File: src/rtl/lsu_controller_if.sv
// rtl/lsu_controller_if.sv - core request/response and data-memory signals of the load/store unit
interface lsu_controller_if;
  logic        req_valid;
  logic        req_ready;
  logic        req_write;
  logic [2:0]  req_funct3;
  logic [31:0] req_addr;
  logic [31:0] req_wdata;
  logic        resp_valid;
  logic [31:0] resp_rdata;
  logic        resp_error;
  logic        mem_req;
  logic        mem_we;
  logic [31:0] mem_addr;
  logic [31:0] mem_wdata;
  logic [3:0]  mem_wstrb;
  logic [31:0] mem_rdata;
  logic        mem_ack;

  modport slave (
    input  req_valid, req_write, req_funct3, req_addr, req_wdata, mem_rdata, mem_ack,
    output req_ready, resp_valid, resp_rdata, resp_error,
    output mem_req, mem_we, mem_addr, mem_wdata, mem_wstrb
  );

  modport master (
    output req_valid, req_write, req_funct3, req_addr, req_wdata, mem_rdata, mem_ack,
    input  req_ready, resp_valid, resp_rdata, resp_error,
    input  mem_req, mem_we, mem_addr, mem_wdata, mem_wstrb
  );
endinterface

File: src/rtl/lsu_controller.sv
// rtl/lsu_controller.sv - single-outstanding load/store sequencer for a single-port data memory
module lsu_controller #(
  parameter int TIMEOUT = 16
) (
  input  logic         clk,
  input  logic         reset,
  lsu_controller_if.slave bus
);

  localparam logic [1:0] IDLE   = 2'd0;
  localparam logic [1:0] ACCESS = 2'd1;
  localparam logic [1:0] RESP   = 2'd2;
  localparam logic [7:0] TLAST  = 8'(TIMEOUT - 1);

  logic [1:0]  state;
  logic [7:0]  tcount;
  logic [2:0]  funct3_q;
  logic [1:0]  lo_q;
  logic        legal_f3;
  logic        aligned;
  logic [31:0] st_data;
  logic [3:0]  st_strb;
  logic [7:0]  ld_byte;
  logic [15:0] ld_half;
  logic [31:0] ld_data;
  logic        accept;

  assign bus.req_ready  = (state == IDLE) & ~reset;
  assign bus.resp_valid = (state == RESP);
  assign accept         = bus.req_valid & bus.req_ready;

  always_comb begin
    legal_f3 = 1'b0;
    aligned  = 1'b1;
    st_data  = bus.req_wdata;
    st_strb  = 4'b1111;
    if (bus.req_write)
      legal_f3 = (bus.req_funct3 == 3'b000) || (bus.req_funct3 == 3'b001) ||
                 (bus.req_funct3 == 3'b010);
    else
      legal_f3 = (bus.req_funct3 == 3'b000) || (bus.req_funct3 == 3'b001) ||
                 (bus.req_funct3 == 3'b010) || (bus.req_funct3 == 3'b100) ||
                 (bus.req_funct3 == 3'b101);
    case (bus.req_funct3[1:0])
      2'b01:   aligned = ~bus.req_addr[0];
      2'b10:   aligned = (bus.req_addr[1:0] == 2'b00);
      default: aligned = 1'b1;
    endcase
    // Narrow stores are replicated across the word so any lane can pick them up
    case (bus.req_funct3[1:0])
      2'b00: begin
        st_data = {4{bus.req_wdata[7:0]}};
        st_strb = 4'b0001 << bus.req_addr[1:0];
      end
      2'b01: begin
        st_data = {2{bus.req_wdata[15:0]}};
        st_strb = 4'b0011 << bus.req_addr[1:0];
      end
      default: begin
        st_data = bus.req_wdata;
        st_strb = 4'b1111;
      end
    endcase
  end

  always_comb begin
    ld_byte = 8'h00;
    ld_data = 32'h0;
    case (lo_q)
      2'd0:    ld_byte = bus.mem_rdata[7:0];
      2'd1:    ld_byte = bus.mem_rdata[15:8];
      2'd2:    ld_byte = bus.mem_rdata[23:16];
      default: ld_byte = bus.mem_rdata[31:24];
    endcase
    ld_half = lo_q[1] ? bus.mem_rdata[31:16] : bus.mem_rdata[15:0];
    case (funct3_q)
      3'b000:  ld_data = {{24{ld_byte[7]}}, ld_byte};
      3'b100:  ld_data = {24'h0, ld_byte};
      3'b001:  ld_data = {{16{ld_half[15]}}, ld_half};
      3'b101:  ld_data = {16'h0, ld_half};
      default: ld_data = bus.mem_rdata;
    endcase
  end

  always_ff @(posedge clk) begin
    if (reset) begin
      state          <= IDLE;
      tcount         <= 8'h0;
      funct3_q       <= 3'b000;
      lo_q           <= 2'b00;
      bus.mem_req    <= 1'b0;
      bus.mem_we     <= 1'b0;
      bus.mem_addr   <= 32'h0;
      bus.mem_wdata  <= 32'h0;
      bus.mem_wstrb  <= 4'h0;
      bus.resp_rdata <= 32'h0;
      bus.resp_error <= 1'b0;
    end else begin
      case (state)
        IDLE: begin
          if (accept) begin
            funct3_q <= bus.req_funct3;
            lo_q     <= bus.req_addr[1:0];
            tcount   <= 8'h0;
            if (legal_f3 && aligned) begin
              bus.mem_req   <= 1'b1;
              bus.mem_we    <= bus.req_write;
              bus.mem_addr  <= {bus.req_addr[31:2], 2'b00};
              bus.mem_wdata <= bus.req_write ? st_data : 32'h0;
              bus.mem_wstrb <= bus.req_write ? st_strb : 4'h0;
              state         <= ACCESS;
            end else begin
              bus.resp_error <= 1'b1;
              bus.resp_rdata <= 32'h0;
              state          <= RESP;
            end
          end
        end
        ACCESS: begin
          // An ack on the last allowed cycle still completes the access
          if (bus.mem_ack) begin
            bus.resp_rdata <= bus.mem_we ? 32'h0 : ld_data;
            bus.resp_error <= 1'b0;
            bus.mem_req    <= 1'b0;
            bus.mem_we     <= 1'b0;
            state          <= RESP;
          end else if (tcount == TLAST) begin
            bus.resp_rdata <= 32'h0;
            bus.resp_error <= 1'b1;
            bus.mem_req    <= 1'b0;
            bus.mem_we     <= 1'b0;
            state          <= RESP;
          end else begin
            tcount <= tcount + 8'h1;
          end
        end
        RESP:    state <= IDLE;
        default: state <= IDLE;
      endcase
    end
  end

endmodule

File: src/flat_wrapper.sv
// flat-port wrapper written by rule: the top's interface ports become plain ports
module lsu_controller_flat 
#(
  parameter int TIMEOUT = 16
)
  (clk, reset, bus_req_valid, bus_req_write, bus_req_funct3, bus_req_addr, bus_req_wdata, bus_mem_rdata, bus_mem_ack, bus_req_ready, bus_resp_valid, bus_resp_rdata, bus_resp_error, bus_mem_req, bus_mem_we, bus_mem_addr, bus_mem_wdata, bus_mem_wstrb);
  lsu_controller_if bus_i ();
  input  logic clk;
  input  logic reset;
  input wire logic [$bits(bus_i.req_valid)-1:0] bus_req_valid;
  input wire logic [$bits(bus_i.req_write)-1:0] bus_req_write;
  input wire logic [$bits(bus_i.req_funct3)-1:0] bus_req_funct3;
  input wire logic [$bits(bus_i.req_addr)-1:0] bus_req_addr;
  input wire logic [$bits(bus_i.req_wdata)-1:0] bus_req_wdata;
  input wire logic [$bits(bus_i.mem_rdata)-1:0] bus_mem_rdata;
  input wire logic [$bits(bus_i.mem_ack)-1:0] bus_mem_ack;
  output wire logic [$bits(bus_i.req_ready)-1:0] bus_req_ready;
  output wire logic [$bits(bus_i.resp_valid)-1:0] bus_resp_valid;
  output wire logic [$bits(bus_i.resp_rdata)-1:0] bus_resp_rdata;
  output wire logic [$bits(bus_i.resp_error)-1:0] bus_resp_error;
  output wire logic [$bits(bus_i.mem_req)-1:0] bus_mem_req;
  output wire logic [$bits(bus_i.mem_we)-1:0] bus_mem_we;
  output wire logic [$bits(bus_i.mem_addr)-1:0] bus_mem_addr;
  output wire logic [$bits(bus_i.mem_wdata)-1:0] bus_mem_wdata;
  output wire logic [$bits(bus_i.mem_wstrb)-1:0] bus_mem_wstrb;
  assign bus_i.req_valid = bus_req_valid;
  assign bus_i.req_write = bus_req_write;
  assign bus_i.req_funct3 = bus_req_funct3;
  assign bus_i.req_addr = bus_req_addr;
  assign bus_i.req_wdata = bus_req_wdata;
  assign bus_i.mem_rdata = bus_mem_rdata;
  assign bus_i.mem_ack = bus_mem_ack;
  assign bus_req_ready = bus_i.req_ready;
  assign bus_resp_valid = bus_i.resp_valid;
  assign bus_resp_rdata = bus_i.resp_rdata;
  assign bus_resp_error = bus_i.resp_error;
  assign bus_mem_req = bus_i.mem_req;
  assign bus_mem_we = bus_i.mem_we;
  assign bus_mem_addr = bus_i.mem_addr;
  assign bus_mem_wdata = bus_i.mem_wdata;
  assign bus_mem_wstrb = bus_i.mem_wstrb;
  lsu_controller #(.TIMEOUT(TIMEOUT)) u_core (.clk(clk), .reset(reset), .bus(bus_i));
endmodule
File: config.mk
export PLATFORM = sky130hd
export DESIGN_NAME = lsu_controller_flat
export DESIGN_NICKNAME = d
export VERILOG_FILES = /design/src/rtl/lsu_controller_if.sv /design/src/rtl/lsu_controller.sv /design/src/flat_wrapper.sv
export SDC_FILE = /design/constraint.sdc
export NUM_CORES = 1
export LEC_CHECK = 0
export CORE_UTILIZATION = 44
export DETAILED_ROUTE_END_ITERATION = 8
export PLACE_DENSITY = 0.81
export SYNTH_ARGS = -nofsm -noshare
export SYNTH_HDL_FRONTEND = slang
export SYNTH_SLANG_ARGS = --single-unit
File: constraint.sdc
create_clock -name clk -period 2.66 [get_ports clk]
set_input_delay 0.266 -clock clk [delete_from_list [all_inputs] [get_ports clk]]
set_output_delay 0.266 -clock clk [all_outputs]
set_load 0.03 [all_outputs]
==> flow_metrics.tcl, run 1 <==
set metrics [dict create \
    status "finished, final reports clean" \
    final_cell_count_no_fill 976 \
    setup_viol 0 \
    synth.avg_cell_area_sq_um 8.55 \
    finalWorstSetupSlack_ps 411 \
    wirelength_um 17000 \
    cts_tree "done" \
    drc 0 \
    dieArea_sq_um 12600 \
    holdCritStartpoint "reset" \
    final_nets 929 \
    io_buffers 206 \
    grt_setup_unrepaired "no" \
    fill_cells 904 \
    ys_seq_elements 116 \
    gp_congestion 0.868 \
    max_freq_mhz 445 \
    async_flop_share_pct 0 \
    synthMostInstantiatedCell "dfxtp_1" \
    ys_seq_area_share_pct 43.3 \
    slew_violations 0 \
    dr_total_vias 5499 \
    cts.clk_slew.worst_paths_ps 60 \
    ant_nets 0 \
    synth_cells 628 \
    drtPass1Iterations 6 \
    cts.sinks 116 \
    ios 209 \
    wire_per_inst_um 17.4 \
    coreArea_sq_um 11700 \
    r2r-start "u_core.state[1]$_SDFFE_PP0P_" \
    slew_headroom_pct 45.4 \
    cts_made_buffers 17 \
    max_slew.worst_pin.slew_ps 818 \
    cts_resized 0 \
    total_power_w 0.00456 \
    clock_latency_ps 420 \
    maxCapViolCount 0 \
    finalCritPeriodShare_pct 84.5 \
    r2r-end "u_core.bus.resp_rdata[18]$_SDFFE_PP0P_" \
    criticalPathCategory "reg -> out" \
    fin_crit_ps 2250 \
    antenna_cells 0 \
    r2r_slack_ps 510 \
    grt_max_degree 59 \
    cts_root_buf "clkbuf_16" \
    first_global_vias 5463 \
    reg2regPathDepth 6 \
    crit_start "u_core.state[1]$_SDFFE_PP0P_" \
    overflow 0 \
    place_ws_ps 178 \
    synth_common_cells "dfxtp_1, nand2_1, a21oi_1" \
    skew_ps 8.94 \
    timing.critical_path.to "bus_resp_valid" \
    place_hpwl_um 12000 \
    synth_warnings 0 \
    syn-cell-area_sq_um 5370 \
    drt_first_iter_violations 484 \
    numPlacedInstances 945 \
    grt_first_pass_wirelength_um 27100 \
    htree_levels 4 \
    start_kind "register" \
    synth_top_area_share_pct 43.3 \
    synth_top_area_cell "dfxtp_1" \
    synthToLayoutAreaGrowth_pct 50.1 \
    viasPerCell 5.63 \
    critPathRequiredTime_ps 2390 \
    grt_usage_pct 27.2 \
    yosys-top-cells-area "dfxtp_1, nand2_1, a21oi_1" \
    p_leak_nw 2.88 \
    synth_flop_cell "dfxtp_1" \
    num_rows 39 \
    layout-drive-gt1-share_pct 7.80 \
    grt_antenna_before_repair 0 \
    cp_max_fo 9 \
    cts.hold.buffers_added 0 \
    end_kind "output pin" \
    hold_viol 0 \
    ys_types 50 \
    start_util_pct 46.0 \
    tns_ps 0 \
    cp.arrival_ps 1980 \
    die_h_um 112 \
    powerDensity_nw_per_um2 566 \
    post_cts_buffers 0 \
    peakVddDrop_mv 0.400 \
    cts_max_path_buffers 2 \
    chipWidth_um 112 \
    hp-class "in -> reg" \
    synth_edf_count 0 \
]
layout by cell type (no fill, tap or decap), types with 8 or more instances in the layout:
master,instances
a211oi_1,10
nand3_1,12
o21ai_0,18
o22ai_1,9
nand3b_1,17
nor3_1,9
a221o_1,8
inv_1,20
nand2b_1,19
buf_4,18
o31ai_1,16
nand2_1,115
dfxtp_1,116
a21oi_1,73
clkbuf_16,17
a22o_1,28
nor2_1,34
clkdlybuf4s50_1,205
mux4_2,8
o2bb2ai_1,14
flip-flops by register name (all words and copies together) (netlist names):
| name | count |
|---|---|
| u_core.bus.mem_addr | 30 |
| u_core.bus.mem_req | 1 |
| u_core.bus.mem_wdata | 32 |
| u_core.bus.mem_we | 1 |
| u_core.bus.mem_wstrb | 4 |
| u_core.bus.resp_error | 1 |
| u_core.bus.resp_rdata | 32 |
| u_core.funct3_q | 3 |
| u_core.lo_q | 2 |
| u_core.state | 2 |
| u_core.tcount | 8 |
worst min-delay path by stage:
stage	endpoint	slack, ps	cells after the start
2_1_floorplan	u_core.bus.resp_error$_SDFFE_PP0P_	360	1
3_3_place_gp	u_core.bus.mem_addr[24]$_SDFFE_PP0P_	440	2
3_5_place_dp	u_core.bus.mem_addr[23]$_SDFFE_PP0P_	450	2
4_1_cts	u_core.state[0]$_SDFFE_PP0P_	210	2
5_1_grt	u_core.state[0]$_SDFFE_PP0P_	230	2
6_report	u_core.state[0]$_SDFFE_PP0P_	230	2
metrics by stage:
step / utilization [%] / hold slack (ps) / area, sq um
after floorplan: - / 363 / 5370
after CTS: 69.1 / 214 / 8060
after detailed placement: 64.6 / 449 / 7530
after global routing: 69.1 / 232 / 8060
after global placement: 64.6 / 441 / 7530
final: 69.1 / 226 / 8060
cells by family after synthesis:
family / count (synthesis) / share of synthesized area (%)
simple gates: 217 / 19.0
fa+ha+maj: 4 / 0.932
buf+inv: 73 / 6.08
xor+xnor: 5 / 0.816
mux: 15 / 4.66
other cells: 1 / 0.0698
flops: 116 / 43.3
compound gates: 197 / 25.2
per-layer routing:
| layer | track usage, % | part of all wire [%] |
|---|---|---|
| met1 | 31.6 | 41 |
| met2 | 46.1 | 48 |
| met3 | 8.75 | 8.4 |
| met4 | 11.6 | 2.5 |
| met5 | 0 | 0 |
where the power goes:
group          total (W)  switching [W]  internal, W
Sequential       0.00182      0.0000372      0.00178
Clock            0.00203       0.000761      0.00127
Combinational   0.000709       0.000370     0.000339
worst max-delay path: stages, from the launching register on:
cell	delay, ps
dfxtp_1	650
nor2b_1	210
clkdlybuf4s50_1	700
cell type report:
cell class	count	area (sq um)	area share [%]
inverters	20	75.1	0.932
clock inverters	5	25.0	0.311
well taps	143	179	2.22
repair buffers	226	2230	27.7
clock buffers	26	499	6.20
flip-flops and latches	116	2320	28.8
multi-input cells	440	2720	33.8
(Power assumes the default switching activity.)
==> run 2: changes to the inputs <==
==> constraint.sdc (replaced) <==
create_clock -name clk -period 2.2 [get_ports clk]
set_input_delay 0.22 -clock clk [delete_from_list [all_inputs] [get_ports clk]]
set_output_delay 0.22 -clock clk [all_outputs]
set_load 0.03 [all_outputs]
==> flow_metrics.tcl, run 2 (synthesis results as in run 1) <==
set metrics [dict create \
    slew_headroom_pct 45.1 \
    cts_tree "done" \
    grt_antenna_before_repair 0 \
    top_regs "u_core.bus.mem_wdata (32), u_core.bus.resp_rdata (32), u_core.bus.mem_addr (30)" \
    end_kind "output pin" \
    wire_per_inst_um 17.6 \
    p_clk_share_pct 50.0 \
    start_kind "register" \
    stdcell_area_sq_um 8320 \
    gp_congestion 0.872 \
    grt_first_pass_wirelength_um 27800 \
    num_rows 39 \
    io_buffers 206 \
    die_h_um 112 \
    hp-class "in -> reg" \
    cts_max_path_buffers 2 \
    max_slew.worst_pin.slew_ps 823 \
    place_hpwl_um 12100 \
    drc 0 \
    grt_setup_unrepaired "no" \
    viasPerCell 5.61 \
    hold_viol 0 \
    drtPass1Iterations 5 \
    tns_ps 0 \
    criticalPathCategory "reg -> out" \
    status "finished, final reports clean" \
    cts.clk_slew.worst_paths_ps 50 \
    powerDensity_nw_per_um2 742 \
    ios 209 \
    grt_usage_pct 28.1 \
    p_sw_share_pct 23.8 \
    post_cts_buffers 0 \
    pwr-share-comb_pct 14.6 \
    cp_max_fo 7 \
    path_cells "nor3_4 > clkdlybuf4s50_1" \
    final_common_cell "clkdlybuf4s50_1" \
    pwr-share-seq_pct 35.4 \
    start_util_pct 46.0 \
    first_global_vias 5546 \
    place_area_sq_um 7660 \
    drt_first_iter_violations 534 \
    maxCapViolCount 0 \
    coreArea_sq_um 11700 \
    dr_total_vias 5558 \
    wirelength_um 17400 \
    layout-drive-gt1-share_pct 9.80 \
    total_power_w 0.00617 \
    cp.arrival_ps 1790 \
    final_nets 943 \
    final_core_util_pct 71.4 \
    clock_latency_ps 420 \
    cts.sinks 116 \
    synthToLayoutAreaGrowth_pct 55.0 \
    chipWidth_um 112 \
    final_cell_mix "clkdlybuf4s50_1, nand2_1, dfxtp_1" \
    skew_ps 5.35 \
    intPower_w 0.00471 \
    peakVddDrop_mv 0.623 \
    max_freq_mhz 498 \
    crit_path_max_incr_delay_ps 720 \
    antenna_cells 0 \
    overflow 0 \
    cts_made_buffers 17 \
    slew_violations 0 \
    fill_cells 860 \
    setup_viol 0 \
    cts_root_buf "clkbuf_16" \
    fin_crit_ps 2010 \
    finalCritPeriodShare_pct 91.2 \
    ant_nets 0 \
    dieArea_sq_um 12600 \
    switchingPower_w 0.00147 \
    critPathRequiredTime_ps 1980 \
    crit_slowest_cell "clkdlybuf4s50_1" \
    htree_levels 4 \
    p_leak_nw 3.01 \
    grt_max_degree 55 \
]
run 2: cell count changes in the layout (fill, tap and decap cells not counted):
cell,previous run,this run
dfxtp_1,116,115
buf_4,18,30
dfxtp_2,0,1
bufinv_16,0,5
clkinv_2,5,1
clkinv_4,0,1
clkinvlp_4,0,1
clkbuf_1,5,2
buf_12,2,4
run 2: power by group through the flow:
| stage | Sequential, W | Combinational (W) | Clock (W) |
|---|---|---|---|
| finish | 0.00219 | 0.000901 | 0.00309 |
| CTS | 0.00219 | 0.000896 | 0.00311 |
| global placement | 0.00223 | 0.000861 | 0 |
| floorplan | 0.00229 | 0.000402 | 0 |
| detailed placement | 0.00223 | 0.000883 | 0 |
| global route | 0.00219 | 0.000969 | 0.00322 |
run 2: worst paths after layout:
check                                            start                                     end  slack, ps  cells after the start
setup / recovery          u_core.state[0]$_SDFFE_PP0P_                           bus_req_ready        190                      2
hold / removal                                   reset           u_core.tcount[1]$_SDFFE_PP0P_        130                      2
setup reg to reg         u_core.tcount[0]$_SDFFE_PP0P_  u_core.bus.resp_rdata[20]$_SDFFE_PP0P_        220                      7
hold reg to reg   u_core.bus.mem_addr[10]$_SDFFE_PP0P_    u_core.bus.mem_addr[10]$_SDFFE_PP0P_        450                      2
run 2: stage by stage:
step / hold slack (ps) / setup slack (ps) / std cells
final: 134 / 194 / 990
after floorplan: 317 / 200 / 629
after CTS: 117 / 22.6 / 990
after global routing: 123 / 115 / 990
after global placement: 442 / 5.99 / 959
after detailed placement: 449 / -117 / 959
run 2: repair_timing:
item                       CTS  global route
hold buffers                 0             0
setup endpoints to repair    0             1
resized for setup            0             1
run 2: area by class of cell:
| class | instances | area (sq um) | area share (%) |
|---|---|---|---|
| multi-input combinational | 440 | 2720 | 32.7 |
| timing repair buffer | 240 | 2360 | 28.4 |
| sequential | 116 | 2320 | 27.9 |
| clock buffer | 23 | 488 | 5.86 |
| tap | 143 | 179 | 2.15 |
| clock inverter | 8 | 171 | 2.06 |
| inverter | 20 | 75.1 | 0.902 |
run 2: per-layer routing:
layer	GRT usage, %	vias to the layer above	part of all wire, %
met5	0	-	0
met4	13.3	0	2.9
met3	10.0	46	8.0
met2	45.7	263	48
met1	33.1	2605	41
li1	-	2644	-
run 2: critical path, delay by kind of cell, from the launching register on:
kind | cells | cell delay (ps)
buffers and inverters | 1 | 720
DFF | 1 | 410
and+or+nand+nor | 1 | 250
==> run 3: changes to the inputs <==
--- a/config.mk
+++ b/config.mk
@@ -5,6 +5,7 @@
 export SDC_FILE = /design/constraint.sdc
 export NUM_CORES = 1
 export LEC_CHECK = 0
+export CAP_MARGIN = 20
 export CORE_UTILIZATION = 44
 export DETAILED_ROUTE_END_ITERATION = 8
 export PLACE_DENSITY = 0.81
==> constraint.sdc (replaced) <==
create_clock -name clk -period 2.2 [get_ports clk]
set_input_delay 0.33 -clock clk [delete_from_list [all_inputs] [get_ports clk]]
set_output_delay 0.33 -clock clk [all_outputs]
set_load 0.03 [all_outputs]
==> flow_metrics.tcl, run 3 (synthesis results as in run 1) <==
set metrics [dict create \
    status "finished, final reports clean" \
    setup_viol 0 \
    grt_antenna_before_repair 0 \
    cts.sinks 116 \
    slew_headroom_pct 49.6 \
    viasPerCell 5.52 \
    clock_latency_ps 420 \
    cts.clk_slew.worst_paths_ps 50 \
    cp_max_fo 9 \
    critPathRequiredTime_ps 1870 \
    final_nets 947 \
    fin_crit_ps 2100 \
    end_kind "output pin" \
    dieArea_sq_um 12600 \
    slew_violations 0 \
    numPlacedInstances 963 \
    start_util_pct 46.0 \
    maxCapViolCount 0 \
    ios 209 \
    grt_first_pass_wirelength_um 27000 \
    wirelength_um 16900 \
    coreArea_sq_um 11700 \
    grt_max_degree 55 \
    final_common_cell "clkdlybuf4s50_1" \
    criticalPathCategory "reg -> out" \
    io_buffers 206 \
    antenna_cells 0 \
    tns_ps 0 \
    wire_per_inst_um 17.0 \
    chipWidth_um 112 \
    top_regs "u_core.bus.mem_wdata (32), u_core.bus.resp_rdata (32), u_core.bus.mem_addr (30)" \
    r2r-start "u_core.lo_q[1]$_SDFFE_PP0P_" \
    skew_ps 6.69 \
    reg2regPathDepth 4 \
    p_clk_share_pct 46.2 \
    p_leak_nw 3.00 \
    holdCritStartpoint "reset" \
    final_core_util_pct 71.3 \
    ant_nets 0 \
    max_slew.worst_pin.slew_ps 755 \
    r2r_slack_ps 270 \
    gp_congestion 0.862 \
    finalWorstSetupSlack_ps 104 \
    grt_usage_pct 27.1 \
    drc 0 \
    drt_first_iter_violations 557 \
    pwr-share-seq_pct 38.1 \
    grt_setup_unrepaired "no" \
    cts_made_buffers 17 \
    synthToLayoutAreaGrowth_pct 54.9 \
    r2r-end "u_core.bus.resp_rdata[22]$_SDFFE_PP0P_" \
    overflow 0 \
    finalCritPeriodShare_pct 95.3 \
    start_kind "register" \
    hold_viol 0 \
    pwr-share-comb_pct 15.7 \
    peakVddDrop_mv 0.588 \
    place_hpwl_um 12000 \
    htree_levels 4 \
    p_sw_share_pct 26.3 \
    cts.hold.buffers_added 0 \
    hp-class "in -> reg" \
    die_h_um 112 \
    cp.arrival_ps 1770 \
    dr_total_vias 5489 \
    final_cell_count_no_fill 995 \
    final_cell_mix "clkdlybuf4s50_1, nand2_1, dfxtp_1" \
    cts_max_path_buffers 2 \
    worstHoldPathCells 2 \
    first_global_vias 5318 \
    place_ws_ps -154 \
    drtPass1Iterations 5 \
    total_power_w 0.00574 \
    cts_tree "done" \
    num_rows 39 \
    cts_root_buf "clkbuf_16" \
    layout-drive-gt1-share_pct 10.4 \
    powerDensity_nw_per_um2 690 \
    max_freq_mhz 477 \
    intPower_w 0.00423 \
    switchingPower_w 0.00151 \
    holdPathEnd "u_core.tcount[1]$_SDFFE_PP0P_" \
]
run 3: power by group through the flow:
stage / registers (W) / clock network (W) / logic, W
final: 0.00219 / 0.00265 / 0.000901
after global routing: 0.00219 / 0.00278 / 0.000966
after CTS: 0.00219 / 0.00266 / 0.000896
after detailed placement: 0.00223 / 0 / 0.000886
after global placement: 0.00223 / 0 / 0.000870
after floorplan: 0.00229 / 0 / 0.000402
run 3: cell type report:
type | instances | area [sq um]
Tap cell | 143 | 179
Sequential cell | 116 | 2320
Fill cell | 872 | 3350
Multi-Input combinational cell | 440 | 2720
Timing Repair Buffer | 244 | 2440
Clock buffer | 21 | 470
Clock inverter | 11 | 103
Inverter | 20 | 75.1
run 3: metal layers:
metal,global-route usage [%],part of all wire [%],vias up
met5,0,0,-
met4,9.07,2.0,0
met3,9.45,8.3,29
met2,45.6,48,246
met1,32.2,41,2563
li1,-,-,2651
run 3: worst max path at each step:
stage | from | to | slack, ps | cells after the start
floorplan | reset | u_core.bus.resp_rdata[30]$_SDFFE_PP0P_ | 190 | 7
global placement | bus_req_funct3[1] | u_core.bus.resp_rdata[30]$_SDFFE_PP0P_ | -80 | 9
detailed placement | bus_req_funct3[1] | u_core.bus.mem_addr[5]$_SDFFE_PP0P_ | -150 | 10
CTS | u_core.state[0]$_SDFFE_PP0P_ | bus_req_ready | 90 | 2
global route | u_core.state[0]$_SDFFE_PP0P_ | bus_req_ready | 20 | 2
finish | u_core.state[1]$_SDFFE_PP0P_ | bus_req_ready | 100 | 2
run 3: worst max-delay path, cell delays in order (launching register included):
cell	delay, ps
dfxtp_2	390
nor3_4	240
clkdlybuf4s50_1	720
run 3: what timing repair did:
action,4_1_cts,5_1_grt
setup buffers,0,0
endpoints found under the setup margin,2,0
resized for setup,1,0
run 3: metrics by stage:
stage,hold WS [ps],instance area [sq um]
CTS,236,8320
finish,243,8320
global route,243,8320
floorplan,427,5370
global placement,441,7740
detailed placement,449,7740
